### config.mk
export PLATFORM = sky130hd
export DESIGN_NAME = pipe_ctrl_flat
export DESIGN_NICKNAME = d
export VERILOG_FILES = /design/src/rtl/core_ctrl_pkg.sv /design/src/rtl/pipe_ctrl_if.sv /design/src/rtl/pipe_ctrl.sv /design/src/flat_wrapper.sv
export SDC_FILE = /design/constraint.sdc
export NUM_CORES = 1
export LEC_CHECK = 0
export ABC_AREA = 1
export BUFFER_PORTS_ARGS = -buffer_cell sky130_fd_sc_hd__buf_2
export CAP_MARGIN = 20
export CORE_MARGIN = 4
export CORE_UTILIZATION = 45
export DETAILED_ROUTE_END_ITERATION = 10
export HOLD_SLACK_MARGIN = 0.12
export PLACE_DENSITY_LB_ADDON = 0.25
export SLEW_MARGIN = 20
export SYNTH_ARGS = -nofsm -noshare
export SYNTH_HDL_FRONTEND = slang
export SYNTH_SLANG_ARGS = --single-unit
### constraint.sdc
create_clock -name clk_i -period 4.2 [get_ports clk_i]
set_input_delay 0.84 -clock clk_i [delete_from_list [all_inputs] [get_ports clk_i]]
set_output_delay 0.84 -clock clk_i [all_outputs]
set_load 0.02 [all_outputs]
### src/rtl/core_ctrl_pkg.sv
// Shared control types for the core pipeline: hold levels, sequencer states and pending tags.
// hold_e is ordered so that a larger value always means a deeper stall.
package core_ctrl_pkg;

    typedef enum logic [2:0] {
        HOLD_NONE = 3'd0,
        HOLD_PC   = 3'd1,
        HOLD_IF   = 3'd2,
        HOLD_ID   = 3'd3
    } hold_e;

    typedef enum logic [2:0] {
        RUN    = 3'd0,
        FLUSH  = 3'd1,
        DRAIN  = 3'd2,
        DRAIN2 = 3'd3,
        TRAP   = 3'd4,
        HALT   = 3'd5
    } ctrl_state_e;

    typedef enum logic {
        TAG_INT  = 1'b0,
        TAG_HALT = 1'b1
    } pend_tag_e;

    localparam int unsigned CNT_W = 3;

    function automatic hold_e hold_max(input hold_e a, input hold_e b);
        return (a > b) ? a : b;
    endfunction

endpackage

### src/rtl/pipe_ctrl_if.sv
// Stall/redirect/interrupt signal bundle between pipe_ctrl and the rest of the core.
// master drives requests and consumes hold/jump; slave is the sequencer itself.
interface pipe_ctrl_if
    import core_ctrl_pkg::*;
#(
    parameter int unsigned ADDR_W = 32
);
    logic              jump_req_i;
    logic [ADDR_W-1:0] jump_addr_i;
    logic              ex_busy_i;
    logic              rib_hold_req_i;
    logic              halt_req_i;
    logic              int_req_i;
    logic [ADDR_W-1:0] int_addr_i;
    logic [ADDR_W-1:0] ex_inst_addr_i;
    hold_e             hold_flag_o;
    logic              jump_flag_o;
    logic [ADDR_W-1:0] jump_addr_o;
    logic              int_ack_o;
    logic [ADDR_W-1:0] int_epc_o;
    logic              halted_o;

    modport master (
        output jump_req_i, jump_addr_i, ex_busy_i, rib_hold_req_i, halt_req_i,
        output int_req_i, int_addr_i, ex_inst_addr_i,
        input  hold_flag_o, jump_flag_o, jump_addr_o, int_ack_o, int_epc_o, halted_o
    );

    modport slave (
        input  jump_req_i, jump_addr_i, ex_busy_i, rib_hold_req_i, halt_req_i,
        input  int_req_i, int_addr_i, ex_inst_addr_i,
        output hold_flag_o, jump_flag_o, jump_addr_o, int_ack_o, int_epc_o, halted_o
    );

endinterface

### src/rtl/pipe_ctrl.sv
// Pipeline sequencer: merges stall sources into one hold level, issues jump/flush sequences
// and sequences interrupt entry / debug halt (drain EX, redirect PC, ack CLINT).
module pipe_ctrl
    import core_ctrl_pkg::*;
#(
    parameter int unsigned ADDR_W    = 32,
    parameter int unsigned FLUSH_CYC = 1
) (
    input logic        clk_i,
    input logic        rst_n_i,
    pipe_ctrl_if.slave bus
);

    localparam logic [CNT_W-1:0] CNT_INIT = CNT_W'(FLUSH_CYC - 1);

    ctrl_state_e       r_state, w_state_d;
    logic [CNT_W-1:0]  r_cnt, w_cnt_d;
    pend_tag_e         r_tag, w_tag_d;
    logic              r_pend, w_pend_d;
    logic [ADDR_W-1:0] r_epc, w_epc_d;
    logic              r_halted, w_halted_d;

    hold_e             w_hold_fsm;
    hold_e             w_hold_rib;
    logic              w_jump_flag;
    logic [ADDR_W-1:0] w_jump_addr;
    logic              w_int_ack;
    logic              w_req;

    always_comb begin
        w_state_d   = r_state;
        w_cnt_d     = r_cnt;
        w_tag_d     = r_tag;
        w_pend_d    = r_pend;
        w_epc_d     = r_epc;
        w_halted_d  = r_halted;
        w_hold_fsm  = HOLD_NONE;
        w_jump_flag = 1'b0;
        w_jump_addr = '0;
        w_int_ack   = 1'b0;
        w_req       = (r_tag == TAG_HALT) ? bus.halt_req_i : bus.int_req_i;

        unique case (r_state)
            RUN: begin
                if (bus.jump_req_i) begin
                    w_jump_flag = 1'b1;
                    w_jump_addr = bus.jump_addr_i;
                    w_hold_fsm  = HOLD_ID;
                    w_cnt_d     = CNT_INIT;
                    w_pend_d    = 1'b0;
                    w_state_d   = FLUSH;
                end else if (bus.ex_busy_i) begin
                    w_hold_fsm = HOLD_ID;
                end else if (bus.halt_req_i) begin
                    w_hold_fsm = HOLD_IF;
                    w_tag_d    = TAG_HALT;
                    w_state_d  = DRAIN;
                end else if (bus.int_req_i) begin
                    w_hold_fsm = HOLD_IF;
                    w_tag_d    = TAG_INT;
                    w_state_d  = DRAIN;
                end
            end

            FLUSH: begin
                w_hold_fsm = HOLD_IF;
                if (r_cnt == '0) begin
                    w_state_d = r_pend ? DRAIN2 : RUN;
                    w_pend_d  = 1'b0;
                end else begin
                    w_cnt_d = r_cnt - 1'b1;
                end
            end

            DRAIN, DRAIN2: begin
                w_hold_fsm = HOLD_IF;
                // A taken branch in EX must still redirect; its target becomes the return address.
                if (r_state == DRAIN && bus.jump_req_i) begin
                    w_jump_flag = 1'b1;
                    w_jump_addr = bus.jump_addr_i;
                    w_hold_fsm  = HOLD_ID;
                    w_cnt_d     = CNT_INIT;
                    w_epc_d     = bus.jump_addr_i;
                    w_pend_d    = w_req;
                    w_state_d   = FLUSH;
                end else if (!w_req) begin
                    w_state_d = RUN;
                end else if (!bus.ex_busy_i) begin
                    if (r_state == DRAIN) begin
                        w_epc_d = bus.ex_inst_addr_i;
                    end
                    if (r_tag == TAG_INT) begin
                        w_state_d = TRAP;
                    end else begin
                        w_halted_d = 1'b1;
                        w_state_d  = HALT;
                    end
                end
            end

            TRAP: begin
                w_jump_flag = 1'b1;
                w_jump_addr = bus.int_addr_i;
                w_int_ack   = 1'b1;
                w_hold_fsm  = HOLD_ID;
                w_cnt_d     = CNT_INIT;
                w_state_d   = FLUSH;
            end

            HALT: begin
                w_hold_fsm = HOLD_ID;
                if (!bus.halt_req_i) begin
                    w_halted_d = 1'b0;
                    w_cnt_d    = CNT_INIT;
                    w_state_d  = FLUSH;
                end
            end

            default: begin
                w_state_d = RUN;
            end
        endcase
    end

    always_ff @(posedge clk_i or negedge rst_n_i) begin
        if (!rst_n_i) begin
            r_state  <= RUN;
            r_cnt    <= '0;
            r_tag    <= TAG_INT;
            r_pend   <= 1'b0;
            r_epc    <= '0;
            r_halted <= 1'b0;
        end else begin
            r_state  <= w_state_d;
            r_cnt    <= w_cnt_d;
            r_tag    <= w_tag_d;
            r_pend   <= w_pend_d;
            r_epc    <= w_epc_d;
            r_halted <= w_halted_d;
        end
    end

    assign w_hold_rib = bus.rib_hold_req_i ? HOLD_PC : HOLD_NONE;

    // Combinational outputs are forced quiet while reset is held so nothing leaks mid-sequence.
    assign bus.hold_flag_o = rst_n_i ? hold_max(w_hold_fsm, w_hold_rib) : HOLD_NONE;
    assign bus.jump_flag_o = rst_n_i & w_jump_flag;
    assign bus.jump_addr_o = rst_n_i ? w_jump_addr : '0;
    assign bus.int_ack_o   = rst_n_i & w_int_ack;
    assign bus.int_epc_o   = r_epc;
    assign bus.halted_o    = r_halted;

endmodule

### src/flat_wrapper.sv
// flat-port wrapper written by rule: the top's interface ports become plain ports
module pipe_ctrl_flat import core_ctrl_pkg::*;
#(
    parameter int unsigned ADDR_W    = 32,
    parameter int unsigned FLUSH_CYC = 1
)
  (clk_i, rst_n_i, bus_jump_req_i, bus_jump_addr_i, bus_ex_busy_i, bus_rib_hold_req_i, bus_halt_req_i, bus_int_req_i, bus_int_addr_i, bus_ex_inst_addr_i, bus_hold_flag_o, bus_jump_flag_o, bus_jump_addr_o, bus_int_ack_o, bus_int_epc_o, bus_halted_o);
  pipe_ctrl_if #(.ADDR_W(ADDR_W)) bus_i ();
  input logic clk_i;
  input logic rst_n_i;
  input wire logic [$bits(bus_i.jump_req_i)-1:0] bus_jump_req_i;
  input wire logic [$bits(bus_i.jump_addr_i)-1:0] bus_jump_addr_i;
  input wire logic [$bits(bus_i.ex_busy_i)-1:0] bus_ex_busy_i;
  input wire logic [$bits(bus_i.rib_hold_req_i)-1:0] bus_rib_hold_req_i;
  input wire logic [$bits(bus_i.halt_req_i)-1:0] bus_halt_req_i;
  input wire logic [$bits(bus_i.int_req_i)-1:0] bus_int_req_i;
  input wire logic [$bits(bus_i.int_addr_i)-1:0] bus_int_addr_i;
  input wire logic [$bits(bus_i.ex_inst_addr_i)-1:0] bus_ex_inst_addr_i;
  output wire logic [$bits(bus_i.hold_flag_o)-1:0] bus_hold_flag_o;
  output wire logic [$bits(bus_i.jump_flag_o)-1:0] bus_jump_flag_o;
  output wire logic [$bits(bus_i.jump_addr_o)-1:0] bus_jump_addr_o;
  output wire logic [$bits(bus_i.int_ack_o)-1:0] bus_int_ack_o;
  output wire logic [$bits(bus_i.int_epc_o)-1:0] bus_int_epc_o;
  output wire logic [$bits(bus_i.halted_o)-1:0] bus_halted_o;
  assign bus_i.jump_req_i = bus_jump_req_i;
  assign bus_i.jump_addr_i = bus_jump_addr_i;
  assign bus_i.ex_busy_i = bus_ex_busy_i;
  assign bus_i.rib_hold_req_i = bus_rib_hold_req_i;
  assign bus_i.halt_req_i = bus_halt_req_i;
  assign bus_i.int_req_i = bus_int_req_i;
  assign bus_i.int_addr_i = bus_int_addr_i;
  assign bus_i.ex_inst_addr_i = bus_ex_inst_addr_i;
  assign bus_hold_flag_o = bus_i.hold_flag_o;
  assign bus_jump_flag_o = bus_i.jump_flag_o;
  assign bus_jump_addr_o = bus_i.jump_addr_o;
  assign bus_int_ack_o = bus_i.int_ack_o;
  assign bus_int_epc_o = bus_i.int_epc_o;
  assign bus_halted_o = bus_i.halted_o;
  pipe_ctrl #(.ADDR_W(ADDR_W), .FLUSH_CYC(FLUSH_CYC)) u_core (.clk_i(clk_i), .rst_n_i(rst_n_i), .bus(bus_i));
endmodule
==> results of run 1 <==
==> kinds of logic (layout without fill, tap and decap cells) <==
group | Yosys count | after routing
AO/OA/AOI/OAI | 79 | 79
XOR/XNOR | 1 | 1
adder cells (fa/ha/maj) | 3 | 3
buffers and inverters | 82 | 239
flip-flops | 41 | 41
other | 1 | 1
AND/OR/NAND/NOR | 263 | 263
==> synth_stat cells <==
cell type  number  area (sq um)
a21oi_1         6          30.0
a31oi_1        33           206
buf_1           4          15.0
buf_2           8          40.0
buf_4           2          15.0
buf_6           2          22.5
clkbuf_1       14          52.6
clkinv_1        1          3.75
clkinv_4        1          8.76
conb_1          1          3.75
dfrtp_1        41          1030
ha_1            3          37.5
inv_1          44           165
inv_2           6          22.5
nand2_1       161           604
nand2_4         1          11.3
nand3_1        75           375
nand3_2         1          10.0
nand3b_1        1          7.51
nand4_1         1          6.26
nor2_1         17          63.8
nor2_4          3          33.8
nor3b_2         1          12.5
nor4_1          1          6.26
o211ai_1        1          7.51
o21ai_0         3          15.0
o21ai_1        33           165
o21ai_2         1          8.76
o22ai_1         2          12.5
or2_2           1          6.26
xnor2_1         1          8.76
==> layer usage <==
layer	routed length, microns	up-vias	global-route usage
met5	0	-	0
met4	201	0	0.0868
met3	964	18	0.0534
met2	4930	190	0.425
met1	3850	1709	0.269
li1	-	1854	-
==> worst max-delay path by stage <==
stage,start,endpoint,slack [ps],depth (start not counted)
after floorplan,bus_jump_req_i,bus_hold_flag_o[0],950,11
after global placement,bus_jump_req_i,bus_hold_flag_o[0],780,12
after detailed placement,bus_jump_req_i,bus_hold_flag_o[0],730,12
after CTS,u_core.r_state[2],bus_hold_flag_o[0],560,10
after global routing,u_core.r_state[2],bus_hold_flag_o[0],350,10
final,u_core.r_state[2],bus_hold_flag_o[0],590,10
==> power breakdown <==
group          total, mW  internal [mW]  switching [mW]
registers          0.679          0.563           0.116
logic               1.45          0.474           0.978
clock network      0.257          0.115           0.141
total               2.39           1.15            1.24
==> flip-flops by register name, indices dropped and copies added (netlist names) <==
register / flops
u_core.bus.halted_o: 1
u_core.bus.int_epc_o: 32
u_core.r_cnt: 3
u_core.r_pend: 1
u_core.r_state: 3
u_core.r_tag: 1
==> cell type report <==
| cell class | count | area (sq um) | share of cell area |
|---|---|---|---|
| multi-input cells | 347 | 1630 | 0.412 |
| clock inverters | 2 | 10.0 | 0.00252 |
| flip-flops and latches | 41 | 1030 | 0.259 |
| clock buffers | 6 | 72.6 | 0.0183 |
| inverters | 52 | 200 | 0.0505 |
| repair buffers | 179 | 928 | 0.234 |
| well taps | 77 | 96.3 | 0.0243 |
==> layout by cell type, fill, tap and decap left out, drive strengths merged <==
master | netlist | layout
conb | 1 | 1
ha | 3 | 3
o21ai | 37 | 37
clkinv | 2 | 4
xnor2 | 1 | 1
nand2 | 162 | 162
clkbuf | 14 | 6
nor2 | 20 | 20
nor3b | 1 | 1
o211ai | 1 | 1
buf | 16 | 179
inv | 50 | 50
nand3b | 1 | 1
dfrtp | 41 | 41
or2 | 1 | 1
a21oi | 6 | 6
nor4 | 1 | 1
nand3 | 76 | 76
a31oi | 33 | 33
o22ai | 2 | 2
nand4 | 1 | 1
==> tightest hold or removal path, stage by stage (launching register included) <==
cell and delay (ps):
dfrtp_1 340, nand2_1 50, o21ai_1 60
==> through the flow <==
stage / power, mW / hold WS (ps)
after floorplan: 1.68 / 444
after global placement: 2.10 / 457
after detailed placement: 2.13 / 473
after CTS: 2.39 / 492
after global routing: 2.58 / 514
final: 2.39 / 486
==> impl_results.md, run 1 <==
* Post-synthesis mux area share at 0
* CTS Hold Bufs at 0
* Hold Crit Start: u_core.bus.int_epc_o[11]
* Die Ht at 89.7 microns
* Vias in the first global route at 3501
* Clock latency on the worst-skew pair at 300 ps
* Iter 0 DRT Violations at 228
* Sequential-to-total area share from yosys stat at 0.342
* Critical-path top delay cell: dfrtp_1
* Via Count at 3771
* TritonCTS clock tree: done
* Hold Violations, Final at 0
* Max Slew Vio Count at 0
* Setup TNS at 0 ps
* Fmax at 277 MHz
* Total grt overflow at 0
* Diodes inserted at 0
* First-pass GRT wire length at 16000 microns
* Worst-path clk slew at 80 ps
* Post-Synth Adder-Cell Area at 0.0125
* Max Cap Violations at 0
* H-tree depth at 2
* Routed WL per cell at 14.1 microns
* Final period utilization at 0.860
* Max Buffers Root-to-Sink at 2
* R2r setup slk at 2040 ps
* Final core occ at 0.618
* Ys Warns at 0
* Main combinational cell family by area after synthesis: simple AND/OR/NAND/NOR gates
* Number of CTS-inserted buffers at 5
* Core Region at 0.00642 sq mm
* Worst-Margin Slew at 766 ps
* Syn Inst Count at 470
* Clock skew at 10.0 ps
* Max VDD drop at 0.322 mV
* Kind of critical path: reg2out
* Final net count at 732
* Die width at 89.7 microns
* Final Cell Area at 0.00397 sq mm
* Initial antenna violation count at 0
* RSZ-0062 raised after global routing: no
* Final wirelength at 9950 microns
* Crit path cell chain: nor2_4 -> nand2_4 -> clkinv_4 -> nor3b_2 -> ha_1 -> or2_2 -> nand3_1 -> nand2_1 -> nor2_1 -> buf_2
* Lkg Pwr at 2.32 nW
* Final setup viols at 0
* CP peak stage delay at 840 ps
* Fillers at 638
* Placed insts at 695
* Xor-xnor portion of the synthesized cell area at 0.00292
* Rel. slew slack at 0.489
* Class of the worst hold path: reg2reg
* Crit path max fanout at 34
* Num rows at 29
* Placed cell area at 0.00386 sq mm
* First drt pass iteration count at 5
* CP Buf/Inv Count at 2
* Share of cells above drive strength 1 at 0.321
* Synth Cell Area at 0.00300 sq mm
* Worst R2R Start: u_core.r_state[0]
* Post_cts resized at 0
* Minimum clock period at 3610 ps
* Arrival @ worst endpoint at 2770 ps
* Worst endpoint required time at 3360 ps
* Largest net degree at the start of global routing at 58
* Hold Path Depth at 2
* CP Capture Type: output pin
* Post-CTS setup buffer count at 0
* Worst r2r path cells at 8
* DRC violations left at 0
* Syn-to-layout area delta at 32.0%
* Clock Sinks at 41
* Synth Area in Compound Gates at 0.148
* Startpoint Class: flop
* Post-Layout Cell Count at 704
* Worst slack at placement at 726 ps
* Hold Path End: u_core.bus.int_epc_o[11]
* Clock root cell: clkbuf_8
* Initial Util at 0.468
* #FFs+latches synth at 41
* DIE AREA at 0.00805 sq mm
* Power Density at 602 mW/mm^2
* Detailed placer's ending HPWL at 7290 microns
* Vias/cell at 5.36
* Simple-gate share of the synthesized area at 0.379
* I/O Pins at 173
* Syn Area/Cell at 6.39 sq um
* Syn_nets at 576
* Total track usage at 0.235
* Critical path's top delay family: simple AND/OR/NAND/NOR gates
* Status: finished, final reports clean
* Setup slack after layout at 586 ps
* Port buffer count at 171
* GP Congestion at 0.866
* Reg2reg end: u_core.r_state[2]
* Synth cell types at 31
* DRT antenna net count at 0
Note: power is estimated with default switching activity, not from simulation.
==> inputs of run 2 (changes only) <==
--- a/config.mk
+++ b/config.mk
@@ -12,7 +12,7 @@
 export CORE_UTILIZATION = 45
 export DETAILED_ROUTE_END_ITERATION = 10
 export HOLD_SLACK_MARGIN = 0.12
-export PLACE_DENSITY_LB_ADDON = 0.25
+export PLACE_DENSITY = 0.84
 export SLEW_MARGIN = 20
 export SYNTH_ARGS = -nofsm -noshare
 export SYNTH_HDL_FRONTEND = slang
==> run 2 against run 1 <==
  * Worst setup slack worse by 56 ps
  * Wire length up 1.3%
  * Clock-buffer cell count down 1
  * Critical endpoint unchanged
==> impl_results.md, run 2 (synthesized netlist as in run 1, its figures left out) <==
* Status: finished, final reports clean
* Largest register FFs at 32
* Commonest non-fill, non-tap cells in the layout: buf_2 (171), nand2_1 (161), nand3_1 (75), inv_1 (44), dfrtp_1 (41)
* CP Capture Type: output pin
* Clock Sinks at 41
* Fmax at 273 MHz
* Reg power frac at 0.279
* TritonCTS clock tree: done
* Post-CTS setup buffer count at 0
* Logic pwr share at 0.596
* Net Sw Frac at 0.502
* Lkg Pwr at 2.34 nW
* H-tree depth at 2
* Max Cap Violations at 0
* Rel. slew slack at 0.475
* Vias in the first global route at 3637
* Max Slew Vio Count at 0
* DRC violations left at 0
* Int Pwr at 1.22 mW
* Power Density at 611 mW/mm^2
* RSZ-0062 raised after global routing: no
* Total grt overflow at 0
* Number of CTS-inserted buffers at 5
* Startpoint Class: flop
* First drt pass iteration count at 5
* Net switching power at 1.23 mW
* Total track usage at 0.239
* Vias/cell at 5.36
* DRT antenna net count at 0
* Worst-path clk slew at 70 ps
* Arrival @ worst endpoint at 2830 ps
* Die Ht at 89.7 microns
* Die width at 89.7 microns
* Max VDD drop at 0.435 mV
* Share of cells above drive strength 1 at 0.322
* Detailed placer's ending HPWL at 7340 microns
* Final wirelength at 10100 microns
* Fillers at 612
* Final net count at 733
* Fin Hold WS at 479 ps
* Class of the worst hold path: reg2reg
* Port buffer count at 171
* First-pass GRT wire length at 16300 microns
* Minimum clock period at 3670 ps
* Diodes inserted at 0
* Worst-Margin Slew at 788 ps
* Final period utilization at 0.874
* Core Region at 0.00642 sq mm
* Iter 0 DRT Violations at 211
* Routed WL per cell at 14.3 microns
* Multi-input gate area at 0.00163 sq mm
* Max Buffers Root-to-Sink at 2
* DIE AREA at 0.00805 sq mm
* Clock root cell: clkbuf_8
* Setup TNS at 0 ps
* GP Congestion at 0.876
* Syn-to-layout area delta at 33.2%
* I/O Pins at 173
* Hold Violations, Final at 0
* Kind of critical path: reg2out
* Worst endpoint required time at 3360 ps
* CTS Hold Bufs at 0
* Clk pwr share at 0.126
* Initial Util at 0.468
* Clock skew at 4.79 ps
* Largest net degree at the start of global routing at 54
* Initial antenna violation count at 0
* Final setup viols at 0
* Crit path max fanout at 34
* Num rows at 29
* Clock latency on the worst-skew pair at 290 ps
* Commonest non-fill, non-tap cell in the layout: buf_2
* Sequential Area at 0.00103 sq mm
* Post_cts resized at 0
* Via Count at 3774
* Final core occ at 0.623
## run 2: cell types whose count changed in the layout (fill, tap and decap cells not counted), sizes merged
cell,change
buf,+1
clkinv,-1
clkbuf,-1
bufinv,+1
## run 2: final timing paths
kind | slack [ps] | depth (start not counted) | end | start
setup / recovery | 530 | 10 | bus_hold_flag_o[0] | u_core.r_state[2]
hold / removal | 480 | 1 | u_core.r_cnt[0] | u_core.r_cnt[0]
setup reg to reg | 2000 | 6 | u_core.bus.int_epc_o[28] | u_core.r_state[2]
hold reg to reg | 480 | 1 | u_core.r_cnt[0] | u_core.r_cnt[0]
max in group asynchronous | 3200 | 2 | u_core.bus.int_epc_o[24] | rst_n_i
min in group asynchronous | 630 | 2 | u_core.bus.int_epc_o[15] | rst_n_i
## run 2: critical path, stage by stage (launching register included)
cell and delay [ps]:
dfrtp_1 860, nor2_4 120, nand2_4 110, clkinv_4 230, nor3b_2 270, ha_1 260
or2_2 290, nand3_1 90, nand2_1 50, nor2_1 90, buf_2 160
## run 2: through the flow
| step | setup slack (ps) | power [mW] | cell area (sq um) | cells |
|---|---|---|---|---|
| after CTS | 528 | 2.44 | 3980 | 703 |
| final | 530 | 2.44 | 4000 | 704 |
| after detailed placement | 713 | 2.13 | 3870 | 696 |
| after global placement | 781 | 2.08 | 3870 | 696 |
| after floorplan | 951 | 1.68 | 3000 | 470 |
| after global routing | 337 | 2.65 | 4000 | 704 |
## run 2: final cells by class
class / count / share of cell area
clock buffers: 5 / 0.0172
repair buffers: 180 / 0.236
multi-input cells: 347 / 0.408
well taps: 77 / 0.0241
clock inverters: 2 / 0.00875
inverters: 52 / 0.0500
flip-flops and latches: 41 / 0.256
## run 2: power by group through the flow
stage	sequential [mW]	clock, mW	combinational [mW]
5_1_grt	0.705	0.336	1.61
6_report	0.681	0.308	1.46
3_5_place_dp	0.686	0	1.44
3_3_place_gp	0.679	0	1.40
4_1_cts	0.681	0.319	1.44
2_1_floorplan	0.835	0	0.844
## run 2: per-layer routing
metal	wire length, microns	track usage	vias to the layer above
met5	0	0	-
met4	122	0.0600	0
met3	882	0.0584	18
met2	5050	0.441	189
met1	4020	0.277	1709
li1	-	-	1858
==> inputs of run 3 (changes only) <==
==> constraint.sdc (replaced) <==
create_clock -name clk_i -period 4 [get_ports clk_i]
set_input_delay 0.8 -clock clk_i [delete_from_list [all_inputs] [get_ports clk_i]]
set_output_delay 0.8 -clock clk_i [all_outputs]
set_load 0.02 [all_outputs]
==> run 3 against run 2 <==
  * Wire length decreased by 1.1%
  * Clock-buffer cell count increased by 2
  * Total power increased by 5.4%
  * Cell count unchanged
  * Utilization decreased by 0.23 points
  * Sequential share of layout area increased by 0.097 points
  * Clock skew decreased by 0.84 ps
  * Non-clock buffer count decreased by 1
  * Worst hold slack got worse by 0.67 ps
  * Via count increased by 0.16%
  * Worst setup slack improved by 63 ps
  * Largest cell class unchanged
==> impl_results.md, run 3 (synthesized netlist as in run 1, its figures left out) <==
* Setup TNS at 0 ps
* Final core occ at 0.621
* Total grt overflow at 0
* Status: finished, final reports clean
* Num rows at 29
* Initial antenna violation count at 0
* Arrival @ worst endpoint at 2610 ps
* Rel. slew slack at 0.583
* Final Cell Area at 0.00399 sq mm
* Clock latency on the worst-skew pair at 290 ps
* Number of CTS-inserted buffers at 5
* Final wirelength at 9960 microns
* DIE AREA at 0.00805 sq mm
* Post_cts resized at 0
* Fmax at 294 MHz
* Net switching power at 1.29 mW
* Commonest non-fill, non-tap cell in the layout: buf_2
* Die width at 89.7 microns
* H-tree depth at 2
* Clock root cell: clkbuf_8
* Vias in the first global route at 3491
* Max Buffers Root-to-Sink at 2
* Max VDD drop at 0.338 mV
* DRC violations left at 0
* GP Congestion at 0.878
* Power Density at 646 mW/mm^2
* RSZ-0062 raised after global routing: no
* Class of the worst hold path: reg2reg
* Kind of critical path: in2out
* Post-CTS setup buffer count at 0
* Largest register FFs at 32
* DRT antenna net count at 0
* Lkg Pwr at 2.33 nW
* Die Ht at 89.7 microns
* Hold Violations, Final at 0
* Startpoint Class: input port
* Iter 0 DRT Violations at 215
* Final setup viols at 0
* R2r setup slk at 1970 ps
* Share of cells above drive strength 1 at 0.321
* Clock Sinks at 41
* TritonCTS clock tree: done
* Total track usage at 0.241
* Max Slew Vio Count at 0
* Syn-to-layout area delta at 32.7%
* First-pass GRT wire length at 16500 microns
* First drt pass iteration count at 5
* Initial Util at 0.468
* CTS Hold Bufs at 0
* Worst endpoint required time at 3200 ps
* Final period utilization at 0.852
* Diodes inserted at 0
* Clk pwr share at 0.135
* Int Pwr at 1.29 mW
* Port buffer count at 171
* Vias/cell at 5.37
* Worst-path clk slew at 80 ps
* Placed cell area at 0.00387 sq mm
* Detailed placer's ending HPWL at 7270 microns
* Net Sw Frac at 0.501
* Max Cap Violations at 0
* Routed WL per cell at 14.1 microns
* Commonest non-fill, non-tap cells in the layout: buf_2 (171), nand2_1 (161), nand3_1 (75), inv_1 (44), dfrtp_1 (41)
* Total power at 2.58 mW
* Largest net degree at the start of global routing at 43
* Minimum clock period at 3410 ps
* Via Count at 3780
* CP Capture Type: output pin
* Reg power frac at 0.275
* Crit path max fanout at 34
* I/O Pins at 173
* Clock skew at 3.95 ps
* Logic pwr share at 0.589
* Core Region at 0.00642 sq mm
* Worst-Margin Slew at 625 ps
* Final net count at 732
==> run 3: final timing paths <==
| kind | startpoint | endpoint | cells past startpoint |
|---|---|---|---|
| max in group asynchronous | rst_n_i | u_core.bus.int_epc_o[24] | 2 |
| worst min-delay path | u_core.r_cnt[0] | u_core.r_cnt[0] | 1 |
| worst max-delay path | bus_jump_req_i | bus_hold_flag_o[0] | 12 |
| min in group asynchronous | rst_n_i | u_core.bus.int_epc_o[20] | 2 |
| worst min register to register | u_core.r_cnt[0] | u_core.r_cnt[0] | 1 |
| worst max register to register | u_core.r_state[0] | u_core.r_state[2] | 8 |
==> run 3: cell type report <==
class | count | area, sq um
Clock inverter | 1 | 30.0
Sequential cell | 41 | 1030
Timing Repair Buffer | 179 | 916
Inverter | 52 | 200
Multi-Input combinational cell | 347 | 1630
Fill cell | 616 | 2430
Clock buffer | 7 | 86.3
Tap cell | 77 | 96.3
==> run 3: routing by layer <==
layer | up-vias | global-route usage | routed length [microns]
li1 | 1856 | - | -
met1 | 1726 | 0.300 | 4000
met2 | 185 | 0.435 | 4980
met3 | 13 | 0.0492 | 885
met4 | 0 | 0.0434 | 92
met5 | - | 0 | 0
==> run 3: power by group through the flow <==
stage	combinational (mW)	clock (mW)	sequential, mW
after floorplan	0.886	0	0.877
after global placement	1.48	0	0.704
after detailed placement	1.51	0	0.715
after CTS	1.52	0.356	0.710
after global routing	1.68	0.378	0.737
final	1.52	0.349	0.709
==> run 3: worst max-delay path, cell delays in order <==
cell and delay (ps):
buf_2 110, inv_2 110, nor2_4 60, nand2_4 90, clkinv_4 210, nor3b_2 270
ha_1 250, or2_2 280, nand3_1 90, nand2_1 50, nor2_1 90, buf_2 160
==> run 3: through the flow <==
stage               setup slack (ps)  hold slack, ps  std cells
floorplan                        831             444        470
global placement                 653             458        696
detailed placement               582             467        696
CTS                              559             479        704
global route                     391             496        704
finish                           593             478        704
